`config.mk`:
```
export PLATFORM = sky130hd
export DESIGN_NAME = trace_recorder_flat
export DESIGN_NICKNAME = d
export VERILOG_FILES = /design/src/rtl/trace_recorder_if.sv /design/src/rtl/trace_recorder.sv /design/src/flat_wrapper.sv
export SDC_FILE = /design/constraint.sdc
export NUM_CORES = 1
export LEC_CHECK = 0
export ABC_AREA = 1
export BUFFER_PORTS_ARGS = -buffer_cell sky130_fd_sc_hd__buf_2
export CORE_ASPECT_RATIO = 1.75
export CORE_MARGIN = 8
export CORE_UTILIZATION = 49
export DETAILED_ROUTE_END_ITERATION = 12
export GPL_TIMING_DRIVEN = 0
export PLACE_DENSITY_LB_ADDON = 0.2
export SLEW_MARGIN = 20
export SYNTH_ARGS = -nofsm -noshare
export SYNTH_HDL_FRONTEND = slang
export SYNTH_SLANG_ARGS = --single-unit
```
`constraint.sdc`:
```
create_clock -name clk -period 5.5 [get_ports clk]
set_input_delay 0.55 -clock clk [delete_from_list [all_inputs] [get_ports clk]]
set_output_delay 0.55 -clock clk [all_outputs]
set_load 0.01 [all_outputs]
```
`src/rtl/trace_recorder_if.sv`:
```
// Bird-motion / scan-pixel inputs and per-bird renderer outputs of one trace_recorder.
// The master side is the driver of positions and scan pixels; the slave side is the recorder.
interface trace_recorder_if #(
    parameter int NUM_TRACES = 8
);
    localparam int CW = $clog2(NUM_TRACES) + 1;

    logic          startOfFrame;
    logic          flying;
    logic          clearTraces;
    logic [10:0]   birdX;
    logic [10:0]   birdY;
    logic [10:0]   pixelX;
    logic [10:0]   pixelY;
    logic          trace;
    logic          InsideRectangle;
    logic [10:0]   offsetX;
    logic [10:0]   offsetY;
    logic [CW-1:0] traceCount;

    modport master (
        output startOfFrame, flying, clearTraces, birdX, birdY, pixelX, pixelY,
        input  trace, InsideRectangle, offsetX, offsetY, traceCount
    );

    modport slave (
        input  startOfFrame, flying, clearTraces, birdX, birdY, pixelX, pixelY,
        output trace, InsideRectangle, offsetX, offsetY, traceCount
    );
endinterface

```
`src/rtl/trace_recorder.sv`:
```
// Ring of sampled bird positions plus a one-stage raster hit test against the stored sprites.
// state  | meaning
// IDLE   | no traces, waiting for a flying rise
// RECORD | bird airborne, sampling every SAMPLE_PERIOD frames into the ring
// HOLD   | bird landed, traces frozen but still displayed
module trace_recorder #(
    parameter int NUM_TRACES    = 8,
    parameter int SAMPLE_PERIOD = 4,
    parameter int TRACE_SIZE    = 32
) (
    input  logic              clk,
    input  logic              resetN,
    trace_recorder_if.slave   bus
);
    localparam int PW = $clog2(NUM_TRACES);
    localparam int CW = PW + 1;
    localparam int FW = (SAMPLE_PERIOD > 1) ? $clog2(SAMPLE_PERIOD) : 1;

    typedef enum logic [1:0] {ST_IDLE, ST_RECORD, ST_HOLD} state_t;

    state_t        r_state;
    state_t        w_nextState;
    logic          r_flyingPrev;
    logic [10:0]   r_entX [NUM_TRACES];
    logic [10:0]   r_entY [NUM_TRACES];
    logic [PW-1:0] r_wrPtr;
    logic [CW-1:0] r_count;
    logic [FW-1:0] r_frameCnt;
    logic          r_trace;
    logic [10:0]   r_offX;
    logic [10:0]   r_offY;

    logic          w_flyRise;
    logic          w_clear;
    logic          w_startShot;
    logic          w_advFrame;
    logic          w_doSample;

    logic [NUM_TRACES-1:0] w_inBox;
    logic [PW-1:0]         w_slot [NUM_TRACES];
    logic                  w_hit;
    logic [10:0]           w_offX;
    logic [10:0]           w_offY;

    assign w_flyRise = bus.flying & ~r_flyingPrev;

    always_ff @(posedge clk or negedge resetN) begin
        if (!resetN) r_state <= ST_IDLE;
        else         r_state <= w_nextState;
    end

    always_comb begin
        w_nextState = r_state;
        if (bus.clearTraces) begin
            w_nextState = ST_IDLE;
        end else begin
            case (r_state)
                ST_IDLE:   if (w_flyRise)   w_nextState = ST_RECORD;
                ST_RECORD: if (!bus.flying) w_nextState = ST_HOLD;
                ST_HOLD:   if (w_flyRise)   w_nextState = ST_RECORD;
                default:                    w_nextState = ST_IDLE;
            endcase
        end
    end

    // A flying rise in RECORD is impossible (flying was already high), so it only starts shots from IDLE/HOLD.
    always_comb begin
        w_clear     = bus.clearTraces;
        w_startShot = 1'b0;
        w_advFrame  = 1'b0;
        w_doSample  = 1'b0;
        if (!bus.clearTraces) begin
            w_startShot = w_flyRise && (r_state != ST_RECORD);
            w_advFrame  = (r_state == ST_RECORD) && bus.startOfFrame && bus.flying;
            w_doSample  = w_advFrame && (r_frameCnt == '0);
        end
    end

    always_ff @(posedge clk or negedge resetN) begin
        if (!resetN) begin
            r_flyingPrev <= 1'b0;
            r_wrPtr      <= '0;
            r_count      <= '0;
            r_frameCnt   <= '0;
            for (int i = 0; i < NUM_TRACES; i++) begin
                r_entX[i] <= '0;
                r_entY[i] <= '0;
            end
        end else begin
            r_flyingPrev <= bus.flying;
            if (w_clear || w_startShot) begin
                r_wrPtr    <= '0;
                r_count    <= '0;
                r_frameCnt <= '0;
            end else if (w_advFrame) begin
                r_frameCnt <= (r_frameCnt == FW'(SAMPLE_PERIOD - 1)) ? '0 : r_frameCnt + 1'b1;
                if (w_doSample) begin
                    r_entX[r_wrPtr] <= bus.birdX;
                    r_entY[r_wrPtr] <= bus.birdY;
                    r_wrPtr         <= r_wrPtr + 1'b1;
                    if (r_count != CW'(NUM_TRACES)) r_count <= r_count + 1'b1;
                end
            end
        end
    end

    // 12-bit compares keep sprites near x/y = 2047 from wrapping onto pixel 0.
    always_comb begin
        for (int i = 0; i < NUM_TRACES; i++) begin
            w_inBox[i] = ({1'b0, bus.pixelX} >= {1'b0, r_entX[i]}) &&
                         ({1'b0, bus.pixelX} <  ({1'b0, r_entX[i]} + 12'(TRACE_SIZE))) &&
                         ({1'b0, bus.pixelY} >= {1'b0, r_entY[i]}) &&
                         ({1'b0, bus.pixelY} <  ({1'b0, r_entY[i]} + 12'(TRACE_SIZE)));
        end
    end

    // w_slot[k] is the k-th most recent entry; scanning oldest to newest lets the newest hit win.
    always_comb begin
        for (int k = 0; k < NUM_TRACES; k++) begin
            w_slot[k] = r_wrPtr - PW'(k + 1);
        end
    end

    always_comb begin
        w_hit  = 1'b0;
        w_offX = '0;
        w_offY = '0;
        for (int k = NUM_TRACES - 1; k >= 0; k--) begin
            if ((CW'(k) < r_count) && w_inBox[w_slot[k]]) begin
                w_hit  = 1'b1;
                w_offX = bus.pixelX - r_entX[w_slot[k]];
                w_offY = bus.pixelY - r_entY[w_slot[k]];
            end
        end
    end

    always_ff @(posedge clk or negedge resetN) begin
        if (!resetN) begin
            r_trace <= 1'b0;
            r_offX  <= '0;
            r_offY  <= '0;
        end else begin
            r_trace <= w_hit;
            r_offX  <= w_offX;
            r_offY  <= w_offY;
        end
    end

    assign bus.trace           = r_trace;
    assign bus.InsideRectangle = r_trace;
    assign bus.offsetX         = r_offX;
    assign bus.offsetY         = r_offY;
    assign bus.traceCount      = r_count;
endmodule

```
`src/flat_wrapper.sv`:
```
// flat-port wrapper written by rule: the top's interface ports become plain ports
module trace_recorder_flat 
#(
    parameter int NUM_TRACES    = 8,
    parameter int SAMPLE_PERIOD = 4,
    parameter int TRACE_SIZE    = 32
)
  (clk, resetN, bus_startOfFrame, bus_flying, bus_clearTraces, bus_birdX, bus_birdY, bus_pixelX, bus_pixelY, bus_trace, bus_InsideRectangle, bus_offsetX, bus_offsetY, bus_traceCount);
  trace_recorder_if #(.NUM_TRACES(NUM_TRACES)) bus_i ();
  input  logic clk;
  input  logic resetN;
  input wire logic [$bits(bus_i.startOfFrame)-1:0] bus_startOfFrame;
  input wire logic [$bits(bus_i.flying)-1:0] bus_flying;
  input wire logic [$bits(bus_i.clearTraces)-1:0] bus_clearTraces;
  input wire logic [$bits(bus_i.birdX)-1:0] bus_birdX;
  input wire logic [$bits(bus_i.birdY)-1:0] bus_birdY;
  input wire logic [$bits(bus_i.pixelX)-1:0] bus_pixelX;
  input wire logic [$bits(bus_i.pixelY)-1:0] bus_pixelY;
  output wire logic [$bits(bus_i.trace)-1:0] bus_trace;
  output wire logic [$bits(bus_i.InsideRectangle)-1:0] bus_InsideRectangle;
  output wire logic [$bits(bus_i.offsetX)-1:0] bus_offsetX;
  output wire logic [$bits(bus_i.offsetY)-1:0] bus_offsetY;
  output wire logic [$bits(bus_i.traceCount)-1:0] bus_traceCount;
  assign bus_i.startOfFrame = bus_startOfFrame;
  assign bus_i.flying = bus_flying;
  assign bus_i.clearTraces = bus_clearTraces;
  assign bus_i.birdX = bus_birdX;
  assign bus_i.birdY = bus_birdY;
  assign bus_i.pixelX = bus_pixelX;
  assign bus_i.pixelY = bus_pixelY;
  assign bus_trace = bus_i.trace;
  assign bus_InsideRectangle = bus_i.InsideRectangle;
  assign bus_offsetX = bus_i.offsetX;
  assign bus_offsetY = bus_i.offsetY;
  assign bus_traceCount = bus_i.traceCount;
  trace_recorder #(.NUM_TRACES(NUM_TRACES), .SAMPLE_PERIOD(SAMPLE_PERIOD), .TRACE_SIZE(TRACE_SIZE)) u_core (.clk(clk), .resetN(resetN), .bus(bus_i));
endmodule
```
### Yosys cells after proc, flatten, opt, wreduce, memory -nomap -nowiden

Cells that the tools add are included.

* bitwise gates (word level): 11
* equal/unequal tests: 7
* mux-type cells: 109
* order comparisons: 57
* $add $sub $neg: 42
* reduce and logical (&&, ||, !) cells: 48

Operator list (count)
* 11-bit 2-to-1 mux: 49
* 11-bit binary-select mux with 3-bit select: 16
* 11-bit by 6-bit adder with 12-bit output (second input constant): 16
* 11-bit by 12-bit less-than comparator with 1-bit output: 16
* 88-bit bitwise mux: 2
* 11-bit >= comparator: 16
* 11-bit subtractor: 16
* 1-bit logical AND: 37
* 11-bit demux with 3-bit select: 1
* 4-bit >= comparator (second input constant): 8
* 3-bit by 4-bit less-than comparator with 1-bit output (second input constant): 8
* 3-bit inverter with 4-bit output: 8
* 1-bit binary-select mux with 3-bit select: 8
* 1-bit 2-to-1 mux: 19
* 3-bit by 4-bit less-than comparator with 1-bit output (first input constant): 4
* 4-bit 2-to-1 mux: 4
* 2-bit 2-to-1 mux: 6
* 3-bit subtractor (second input constant): 4
* 3-bit 2-to-1 mux: 3
* 1-bit by 4-bit less-than comparator with 1-bit output (first input constant): 2
* 2-bit by 4-bit less-than comparator with 1-bit output (first input constant): 2
* 3-bit AND reduction: 2
* 2-bit nonzero test: 3
* 3-bit by 2-bit subtractor with 3-bit output (second input constant): 2
* 18 further kinds: 22

* logic and storage cells: 298
* register bits after elaboration: 211
* input port bits: 49

### Longest topological paths before layout

Gate-level depths: netlist of run 1.

* depth in word-level cells: 16
* mapped depth: 33
* depth with buffers taken out: 27

### Worst setup path before layout of run 1

No wires, ideal clock.

* path kind: register -> register
* start point: register u_core.r_wrPtr[1]
* end point: register u_core.r_offX[9] (netlist: u_core.bus.offsetX[9])
* path slack: 619 ps
* data required time: 5379 ps
* library setup time: 121 ps
* cell stages (with the launch flop): 29
* data arrival time: 4760 ps
* cell sequence: dfrtp_1 buf_2 clkinv_1 clkbuf_1 clkbuf_1 ha_1 inv_1 clkbuf_1 buf_1 clkbuf_1 o21ai_0 nand2_1 o21ai_0 ha_1 a21oi_1 o21ai_0 a21oi_1 o21ai_0 nand2_1 nand2_1 a21oi_1 nor2_1 o21ai_0 nand2_1 xor2_1 nor2_1 nor2_1 nand2_1 a21oi_1

* word-level cells in the longest chain between the ends: 13
* elaborated cells between the ends (all ways): 79
* classes of those cells: add/sub (15); mux (48); bitwise (8); reduce/logical (8)

RTL lines
* start, declared: RTL line trace_recorder.sv:26 `logic [PW-1:0] r_wrPtr;`
* start signal, assigned: RTL line trace_recorder.sv:100 `r_wrPtr <= r_wrPtr + 1'b1;`
* 3-bit subtractor / 3-bit inverter with 4-bit output (equally long branches): RTL line trace_recorder.sv:120, trace_recorder.sv:131
* 3-bit inverter with 4-bit output (not written as such) / 11-bit binary-select mux with 3-bit select (equally long branches): RTL line trace_recorder.sv:131 `w_offX = bus.pixelX - r_entX[w_slot[k]];`
* 11-bit binary-select mux with 3-bit select / 11-bit 2-to-1 mux (equally long branches): RTL line trace_recorder.sv:131
* 11-bit 2-to-1 mux (not written as such): RTL line trace_recorder.sv:131
* 11-bit 2-to-1 mux (not written as such) / 11-bit subtractor (equally long branches): RTL line trace_recorder.sv:131
* 11-bit subtractor / 11-bit 2-to-1 mux (equally long branches): RTL line trace_recorder.sv:131, trace_recorder.sv:129
* 11-bit 2-to-1 mux (6 in series): RTL line trace_recorder.sv:129 `if ((CW'(k) < r_count) && w_inBox[w_slot[k]]) begin`
* 11-bit 2-to-1 mux *: RTL line trace_recorder.sv:129
* named net u_core.w_offX[9]: RTL line trace_recorder.sv:42 `logic [10:0] w_offX;`
* end signal, assigned: RTL line trace_recorder.sv:144 `r_offX <= w_offX;`
* end, declared: RTL line trace_recorder.sv:30 `logic [10:0] r_offX;`

Mark *: on every way through the listed nets, which the timed path passes. The rest lies on a longest branch. The select of a mux whose other input is x is not followed.
A chain may end at the register's enable or synchronous reset.

### Worst setup path after layout of run 1

* start point: register u_core.r_wrPtr[0]
* end point: register u_core.r_offY[10] (netlist: u_core.bus.offsetY[10])

* word-level cells in the longest chain between the ends: 13
* elaborated cells between the ends (all ways): 79
* classes of those cells: add/sub (15); mux (48); bitwise (8); reduce/logical (8)

RTL lines
* 3-bit subtractor / 3-bit inverter with 4-bit output (equally long branches): RTL line trace_recorder.sv:120, trace_recorder.sv:132
* 3-bit inverter with 4-bit output (not written as such) / 11-bit binary-select mux with 3-bit select (equally long branches): RTL line trace_recorder.sv:132 `w_offY = bus.pixelY - r_entY[w_slot[k]];`
* 11-bit binary-select mux with 3-bit select / 11-bit 2-to-1 mux (equally long branches): RTL line trace_recorder.sv:132
* 11-bit 2-to-1 mux (not written as such): RTL line trace_recorder.sv:132
* 11-bit 2-to-1 mux (not written as such) / 11-bit subtractor (equally long branches): RTL line trace_recorder.sv:132
* 11-bit subtractor / 11-bit 2-to-1 mux (equally long branches): RTL line trace_recorder.sv:132, trace_recorder.sv:129
* 11-bit 2-to-1 mux (6 in series): RTL line trace_recorder.sv:129
* 11-bit 2-to-1 mux *: RTL line trace_recorder.sv:129
* named net u_core.w_offY[10]: RTL line trace_recorder.sv:43 `logic [10:0] w_offY;`
* end signal, assigned: RTL line trace_recorder.sv:145 `r_offY <= w_offY;`
* end, declared: RTL line trace_recorder.sv:31 `logic [10:0] r_offY;`

Marked as above.

==> results by group, run 1 <==
Layout
  • Nets: ~5,500
  • Fraction of layout cells with a size suffix above 1: 5.18%
  • Register Area: roughly 5300 um2
  • Area delta synth->final: 8.29%
  • Footprint of the multi-input gates: roughly 22,000 um2
  • Filler Cells Inserted: about 6,700

Flow run
  • Max_cap viols: 0

Setup path
  • Crit-path max cell delay: about 0.77 ns
  • Most frequent CP cell: nand2_1
  • Nature of the critical path startpoint: flop
  • Worst path required time: between 6 and 7 ns
  • WS Path Type: reg2reg
  • Slowest cell on the critical path: clkbuf_1
  • Critical path peak fanout: 10
  • Critical Path End Type: flop
  • Bufs and invs on worst path: 6
  • Crit path DAT: just under 6 ns
  • Top delay family on crit path: compound AO/OA/AOI/OAI gates
  • Crit-path cells: clkbuf_4 -> clkbuf_4 -> clkbuf_1 -> o21ai_0 -> inv_1 -> nand2_1 -> o21ai_0 -> nand2_1 -> o21ai_1 -> ha_1 -> a21oi_1 -> o21ai_0 -> a21oi_1 -> inv_1 -> a21oi_1 -> inv_1 -> a21oi_1 -> o21bai_1 -> nand2_1 -> nand2_1 -> a21oi_1 -> xor2_1 -> nand2_1 -> nand2_1

Yosys
  • Post-synthesis async set-or-reset flop share: between 90% and 100%
  • Cell count after synthesis: 4,878
  • Area leader, netlist: ha_1
  • Most numerous cell in the Yosys netlist: nand2_1
  • Syn avg cell area: between 6 and 7 um2
  • Synth warn: 0
  • Synth area leaders: ha_1, nand2_1, dfrtp_1
  • Syn Std Cell Area: ~31,000 um2
  • Top cells by count, synth: nand2_1, o21ai_0, inv_1
  • Syn_nets: ~5,400
  • Synth Register Bits: approximately 210
  • Share of the synthesized area in the top cell type: about a fifth
  • Post-synth EDFFs: 0
  • Main synth FF type: dfrtp_1
  • Distinct cells, synth: 45
  • Sequential fraction of the synthesis area: between 10% and 20%

STA
  • Final Hold Viols: 0
  • Clock Skew: a little under 0.03 ns
  • Slew of the pin with the lowest slew margin: between 1 and 1.5 ns
  • Tmin final: approximately 5.4 ns
  • Slew Limit Headroom: a little over a fifth
  • # setup viols final: 0
  • Crit share post-route: between 90% and 100%
  • Final count of pins violating max slew: 0
  • Hold WS: about 0.066 ns
  • F_max: approximately 190 MHz

Detailed routing
  • Detail Route Antenna Nets: 0
  • Routed via count: 34,400
  • Drt drc: 0
  • Iter 0 DRT Violations: just over 3,000
  • Vias/cell: roughly 5.9
  • Post-DR wirelength/cell: ~26 um
  • Detailed Route WL: 148 mm
  • DR pass1 iterations: 7

Power and ir drop
  • Leak: approximately 17 nW
  • Power density over cell area: approximately 230 nW/um2
  • Power Total: ~7.8 mW
  • Peak supply drop: around 0.28 mV

Die
  • Starting Density: just under 50%
  • Die area: about 70,000 um2
  • # rows: about 120
  • Core box area: around 62,000 um2
  • Die Span Y: approximately 350 um
  • DIE WIDTH: between 200 and 250 um
  • # IOs: 77

Clocking
  • Total CTS buffers: 26
  • CTS tree: built
  • Clock-pin slew of the registers on the worst-case setup and hold paths: 0.06 ns
  • Max H-tree Level: 1
  • Root buffer cell: clkbuf_16
  • Clk_lat worst skew: roughly 0.62 ns
  • CTS max path bufs: 3
  • CTS Sinks: 211

Global route
  • Via count of the first global-routing pass: ~33,000
  • Grt total ovfl: 0
  • Initial antenna violation count: 3
  • Largest net degree at the start of global routing: 94
  • Global-route wire length before repair: between 200 and 250 mm
  • GRT Overall Usage: between 40 and 50%

Run status
  • Outcome: finished clean

Min path
  • Worst hold path type: in2reg

Placed design
  • Post-DP HPWL: 120 mm
  • Number of port buffers: 76
  • RePlAce Congestion: ~1.1
-- worst paths after layout --
path / startpoint / end / slack, ns / depth (start not counted)
worst min-delay path: bus_flying / u_core.r_flyingPrev / 0.07 / 1
worst min register to register: u_core.r_entY[58] / u_core.r_entY[58] / 0.49 / 2
worst max-delay path: u_core.r_wrPtr[0] / u_core.bus.offsetY[10] / 0.1 / 24
worst max register to register: u_core.r_wrPtr[0] / u_core.bus.offsetY[10] / 0.1 / 24
max in group asynchronous: resetN / u_core.r_entX[7] / 3.77 / 4
min in group asynchronous: resetN / u_core.r_entY[73] / 0.41 / 2
-- worst reg2reg max path: cells and delay by family (launching register included) --
kind | cells | cell delay [ns]
buffers and inverters | 6 | 1.63
XOR/XNOR | 1 | 0.24
AND/OR/NAND/NOR | 6 | 0.45
flip-flops | 1 | 0.46
adder cells (fa/ha/maj) | 1 | 0.35
AO/OA/AOI/OAI | 10 | 2.17
-- layer usage --
metal,vias to the layer above,GRT usage (%),part of all wire [%]
met5,-,0,0.0067
met4,2,40.2,12
met3,634,6.03,7.1
met2,1699,67.9,47
met1,15800,42.5,34
li1,16200,-,-
-- logic make-up after synthesis --
| kind of cell | share of synthesized area, % |
|---|---|
| adder cells (fa/ha/maj) | 19.7 |
| buffers and inverters | 9.87 |
| AO/OA/AOI/OAI | 20.1 |
| flip-flops | 17.2 |
| AND/OR/NAND/NOR | 26.0 |
| multiplexers | 1.53 |
| XOR/XNOR | 5.53 |
-- cells in the final DEF (no fill, tap or decap), drive strengths merged, types with 5 or more instances in the layout --
| cell type | instances |
|---|---|
| nand2 | 1433 |
| o21bai | 18 |
| xor2 | 147 |
| ha | 459 |
| diode | 6 |
| o21ai | 757 |
| o211ai | 5 |
| mux2i | 47 |
| fa | 16 |
| buf | 125 |
| clkbuf | 161 |
| nor2 | 266 |
| nand3 | 177 |
| xnor2 | 47 |
| a21oi | 322 |
| inv | 613 |
| a21o | 28 |
| dfrtp | 211 |
| nor3b | 6 |
| nand3b | 6 |
| o31ai | 10 |
| or2 | 18 |
| o21a | 7 |
| a31oi | 9 |
| o2111ai | 14 |
| nor3 | 47 |
| nand4 | 24 |
| clkinv | 11 |
-- per-stage QoR --
stage | area (um2) | setup TNS, ns | utilization, % | cells | setup slack (ns)
after floorplan | 30700 | 0 | - | 4878 | 0.619
after global placement | 32100 | -62.10 | 51.7 | 5753 | -1.53
after detailed placement | 32100 | -18.07 | 51.8 | 5755 | -1.59
after CTS | 33200 | 0 | 53.4 | 5801 | 0.0290
after global routing | 33200 | -0.00328 | 53.5 | 5800 | -0.00328
final | 33300 | 0 | 53.6 | 5806 | 0.0950
-- what timing repair did --
action	in CTS	in global routing
hold endpoints to repair	29	0
endpoints found under the setup margin	20	10
hold buffers	1	0
gates resized for setup	54	65
buffers inserted	0	1
-- registers in the layout (all words and copies together), names as in the netlist --
signal / flops
u_core.bus.traceCount: 4
u_core.r_flyingPrev: 1
u_core.bus.InsideRectangle: 1
u_core.r_entX: 88
u_core.bus.offsetX: 11
u_core.r_entY: 88
u_core.r_state: 2
u_core.r_wrPtr: 3
u_core.r_frameCnt: 2
u_core.bus.offsetY: 11
-- where the power goes --
part           internal [mW]  total, mW  switching [mW]
clock network           1.15       1.99           0.837
logic                   1.29       3.96            2.67
registers               1.68       1.83           0.152
-- cell type report --
cell class / instances / area share, %
antenna: 6 / 0.0452
buffer: 171 / 2.39
clock buffer: 36 / 2.25
clock inverter: 12 / 0.579
inverter: 616 / 6.97
multi-input combinational: 3875 / 67.5
sequential: 211 / 15.9
tap: 799 / 3.01
timing repair buffer: 80 / 1.39
Note: power is estimated with default switching activity, not from simulation.
==> inputs of run 2 (changes only) <==
--- a/config.mk
+++ b/config.mk
@@ -7,6 +7,7 @@
 export LEC_CHECK = 0
 export ABC_AREA = 1
 export BUFFER_PORTS_ARGS = -buffer_cell sky130_fd_sc_hd__buf_2
+export CAP_MARGIN = 30
 export CORE_ASPECT_RATIO = 1.75
 export CORE_MARGIN = 8
 export CORE_UTILIZATION = 49
==> constraint.sdc (replaced) <==
create_clock -name clk -period 4.34 [get_ports clk]
set_input_delay 0.434 -clock clk [delete_from_list [all_inputs] [get_ports clk]]
set_output_delay 0.434 -clock clk [all_outputs]
set_load 0.01 [all_outputs]
==> run 2 against run 1 <==
  * Sequential cell count is the same
  * Non-clock buffer count grew 69
  * Worst setup slack got worse by 0.036 ns
  * Final area rose by 6.2%
  * Critical path depth fell by 2
  * Die area did not move
  * Critical path type unchanged
==> results by group, run 2 (synthesis results as in run 1) <==
Detailed routing
  • Iter 0 DRT Violations: 2,896 (-4.3%)
  • DR pass1 iterations: 6 (-1)
  • Routed via count: 34,600 (+0.81%)
  • Vias/cell: 5.90 (-0.25%)
  • Detailed Route WL: 150 mm (+1.2%)
  • Drt drc: 0 (unchanged)
  • Post-DR wirelength/cell: 25.6 um (+0.16%)
  • Detail Route Antenna Nets: 0 (unchanged)

Placed design
  • Number of port buffers: 76 (unchanged)
  • Post-DP HPWL: 121 mm (+0.92%)
  • Placed Cells: 5,757 (+0.035%)
  • RePlAce Congestion: 1.08 (+1.3%)
  • DP Area: 32,200 um2 (+0.15%)

Clocking
  • CTS tree: built
  • Clock-pin slew of the registers on the worst-case setup and hold paths: 0.07 ns (about the same)
  • CTS max path bufs: 3 (unchanged)
  • CTS Sinks: 211 (unchanged)
  • Total CTS buffers: 25 (-3.8%)
  • Clk_lat worst skew: 0.62 ns (about the same)
  • Root buffer cell: clkbuf_16
  • Max H-tree Level: 1 (unchanged)

Setup path
  • Worst path required time: 4.89 ns (-1.14 ns)
  • Slowest cell on the critical path: o21ai_0
  • Critical Path End Type: flop
  • Reg-to-Reg Start: u_core.r_wrPtr[0]
  • CP Launch Point: u_core.r_wrPtr[0]
  • Critical path peak fanout: 10 (unchanged)
  • Crit-path cells: buf_8 -> buf_8 -> buf_8 -> buf_12 -> clkbuf_4 -> o21ai_0 -> mux2i_1 -> o21ai_0 -> ha_1 -> nand2_1 -> nor3_2 -> nand3_1 -> o2111ai_1 -> xor2_2 -> nand4_1 -> nand2_1 -> nand2_1 -> nand2_1 -> nand2_1 -> nand2_1 -> nand2_1 -> a21oi_2
  • Crit-path max cell delay: 0.52 ns (-0.25 ns)
  • Most frequent CP cell: nand2_1
  • Crit path DAT: 4.83 ns (-1.10 ns)
  • WS Path Type: reg2reg
  • Nature of the critical path startpoint: flop

Power and ir drop
  • Net Sw Frac: 46.4% (-0.67 points)
  • Leak: 17.3 nW (+4.3%)
  • Peak supply drop: 0.337 mV (+19%)
  • Power Total: 10.2 mW (+31%)
  • Clock power frac: 23.8% (-1.8 points)
  • Power density over cell area: 288 nW/um2 (+23%)
  • Combinational group share of total power: 53.4% (+2.5 points)
  • Int Pwr: 5.46 mW (+32%)
  • Psw: 4.72 mW (+29%)
  • Sequential Power Share: 22.8% (-0.7 points)

Die
  • Die area: 71,200 um2 (unchanged)
  • # IOs: 77 (unchanged)
  • DIE WIDTH: 205 um (unchanged)
  • # rows: 121 (unchanged)
  • Starting Density: 49.5% (unchanged)
  • Core box area: 62,100 um2 (unchanged)
  • Die Span Y: 347 um (unchanged)

Run status
  • Outcome: finished clean

Layout
  • Area delta synth->final: 15.0%
  • Fraction of layout cells with a size suffix above 1: 11.4% (+6.2 points)
  • Nets: 5,573 (+1.2%)
  • Most common cell after layout, fill and taps aside: nand2_1
  • Final Core Density: 56.9% (+3.3 points)
  • Top Registers: u_core.r_entX x88, u_core.r_entY x88
  • Cell area after layout: 35,300 um2 (+6.2%)
  • Most frequent cells in the layout: nand2_1, inv_1, o21ai_0, ha_1, a21oi_1
  • Layout Cells excl Fill: 5,868 (+1.1%)

STA
  • Crit share post-route: 98.6% (+0.37 points)
  • RSZ-0062 raised after global routing: yes
  • # setup viols final: 0 (unchanged)
  • Tmin final: 4.28 ns (-1.12 ns)
  • Slew of the pin with the lowest slew margin: 0.982 ns (-0.204 ns)
  • Hold WS: 0.153 ns (+0.0878 ns)
  • Clock Skew: 0.0573 ns (+0.0278 ns)
  • Final Hold Viols: 0 (unchanged)
  • F_max: 234 MHz (+26%)
  • Slew Limit Headroom: 34.6% (+14 points)
  • Final count of pins violating max slew: 0 (unchanged)

Global route
  • Largest net degree at the start of global routing: 93 (-1.1%)
  • Via count of the first global-routing pass: 33,700 (+0.95%)
  • Grt total ovfl: 0 (unchanged)
  • Initial antenna violation count: 0 (-3)
  • Global-route wire length before repair: 214 mm (+1.1%)
  • GRT Overall Usage: 41.1% (+0.42 points)

Min path
  • Worst Hold Launch: bus_clearTraces
  • Worst hold path type: in2reg

Flow run
  • Max_cap viols: 0 (unchanged)
[run 2: final cells by class]
cell class                      count  area (um2)
Sequential cell                   211        5280
Buffer                            174        1280
Multi-Input combinational cell   3875       23500
Timing Repair Buffer              146        1040
Tap cell                          799        1000
Clock buffer                       31         678
Clock inverter                     14         211
Antenna cell                        2        5.00
Fill cell                        6507       26700
Inverter                          616        2340
[run 2: timing repair]
| item | CTS | global route |
|---|---|---|
| cloned | 0 | 1 |
| setup buffers | 28 | 35 |
| setup endpoints to repair | 22 | 22 |
| endpoints found under the hold margin | 31 | 0 |
| hold buffers | 2 | 0 |
| pin swaps | 34 | 56 |
| resized for setup | 428 | 261 |
[run 2: layer usage]
| metal | global-route usage (%) | up-vias | routed length (um) |
|---|---|---|---|
| met5 | 0 | - | 0 |
| met4 | 41.2 | 0 | 18500 |
| met3 | 5.31 | 624 | 9300 |
| met2 | 68.3 | 1538 | 69600 |
| met1 | 43.4 | 16100 | 52900 |
| li1 | - | 16400 | - |
[run 2: worst max-delay path: cells and delay by family, from the launching register on]
kind | cells | cell delay (ns)
AO/OA/AOI/OAI | 4 | 1.03
AND/OR/NAND/NOR | 10 | 0.93
buffers and inverters | 5 | 0.86
flip-flops | 1 | 0.47
XOR/XNOR | 1 | 0.39
adder cells (fa/ha/maj) | 1 | 0.31
multiplexers | 1 | 0.21
[run 2: path summary, 6_finish.rpt]
path | slack, ns | cells after the start | endpoint
min | 0.15 | 4 | u_core.r_state[1]
max | 0.06 | 22 | u_core.bus.offsetX[9]
max in group asynchronous | 3.17 | 3 | u_core.bus.offsetY[5]
min in group asynchronous | 0.30 | 2 | u_core.r_entX[16]
max reg2reg | 0.06 | 22 | u_core.bus.offsetX[9]
min reg2reg | 0.49 | 2 | u_core.r_entY[81]
[run 2: per-stage QoR]
step / worst slack, ns / setup TNS (ns)
floorplan: 0.00420 / 0
global placement: -2.13 / -247.33
finish: 0.0590 / 0
detailed placement: -2.14 / -27.03
global route: -0.0709 / -0.121
CTS: -0.000343 / -0.000343
[run 2: power by group through the flow]
stage / sequential [mW] / clock (mW) / combinational [mW]
2_1_floorplan: 2.29 / 0 / 3.20
3_3_place_gp: 2.34 / 0 / 4.74
3_5_place_dp: 2.34 / 0 / 4.79
4_1_cts: 2.31 / 2.41 / 5.08
5_1_grt: 2.33 / 2.47 / 5.92
6_report: 2.32 / 2.42 / 5.44
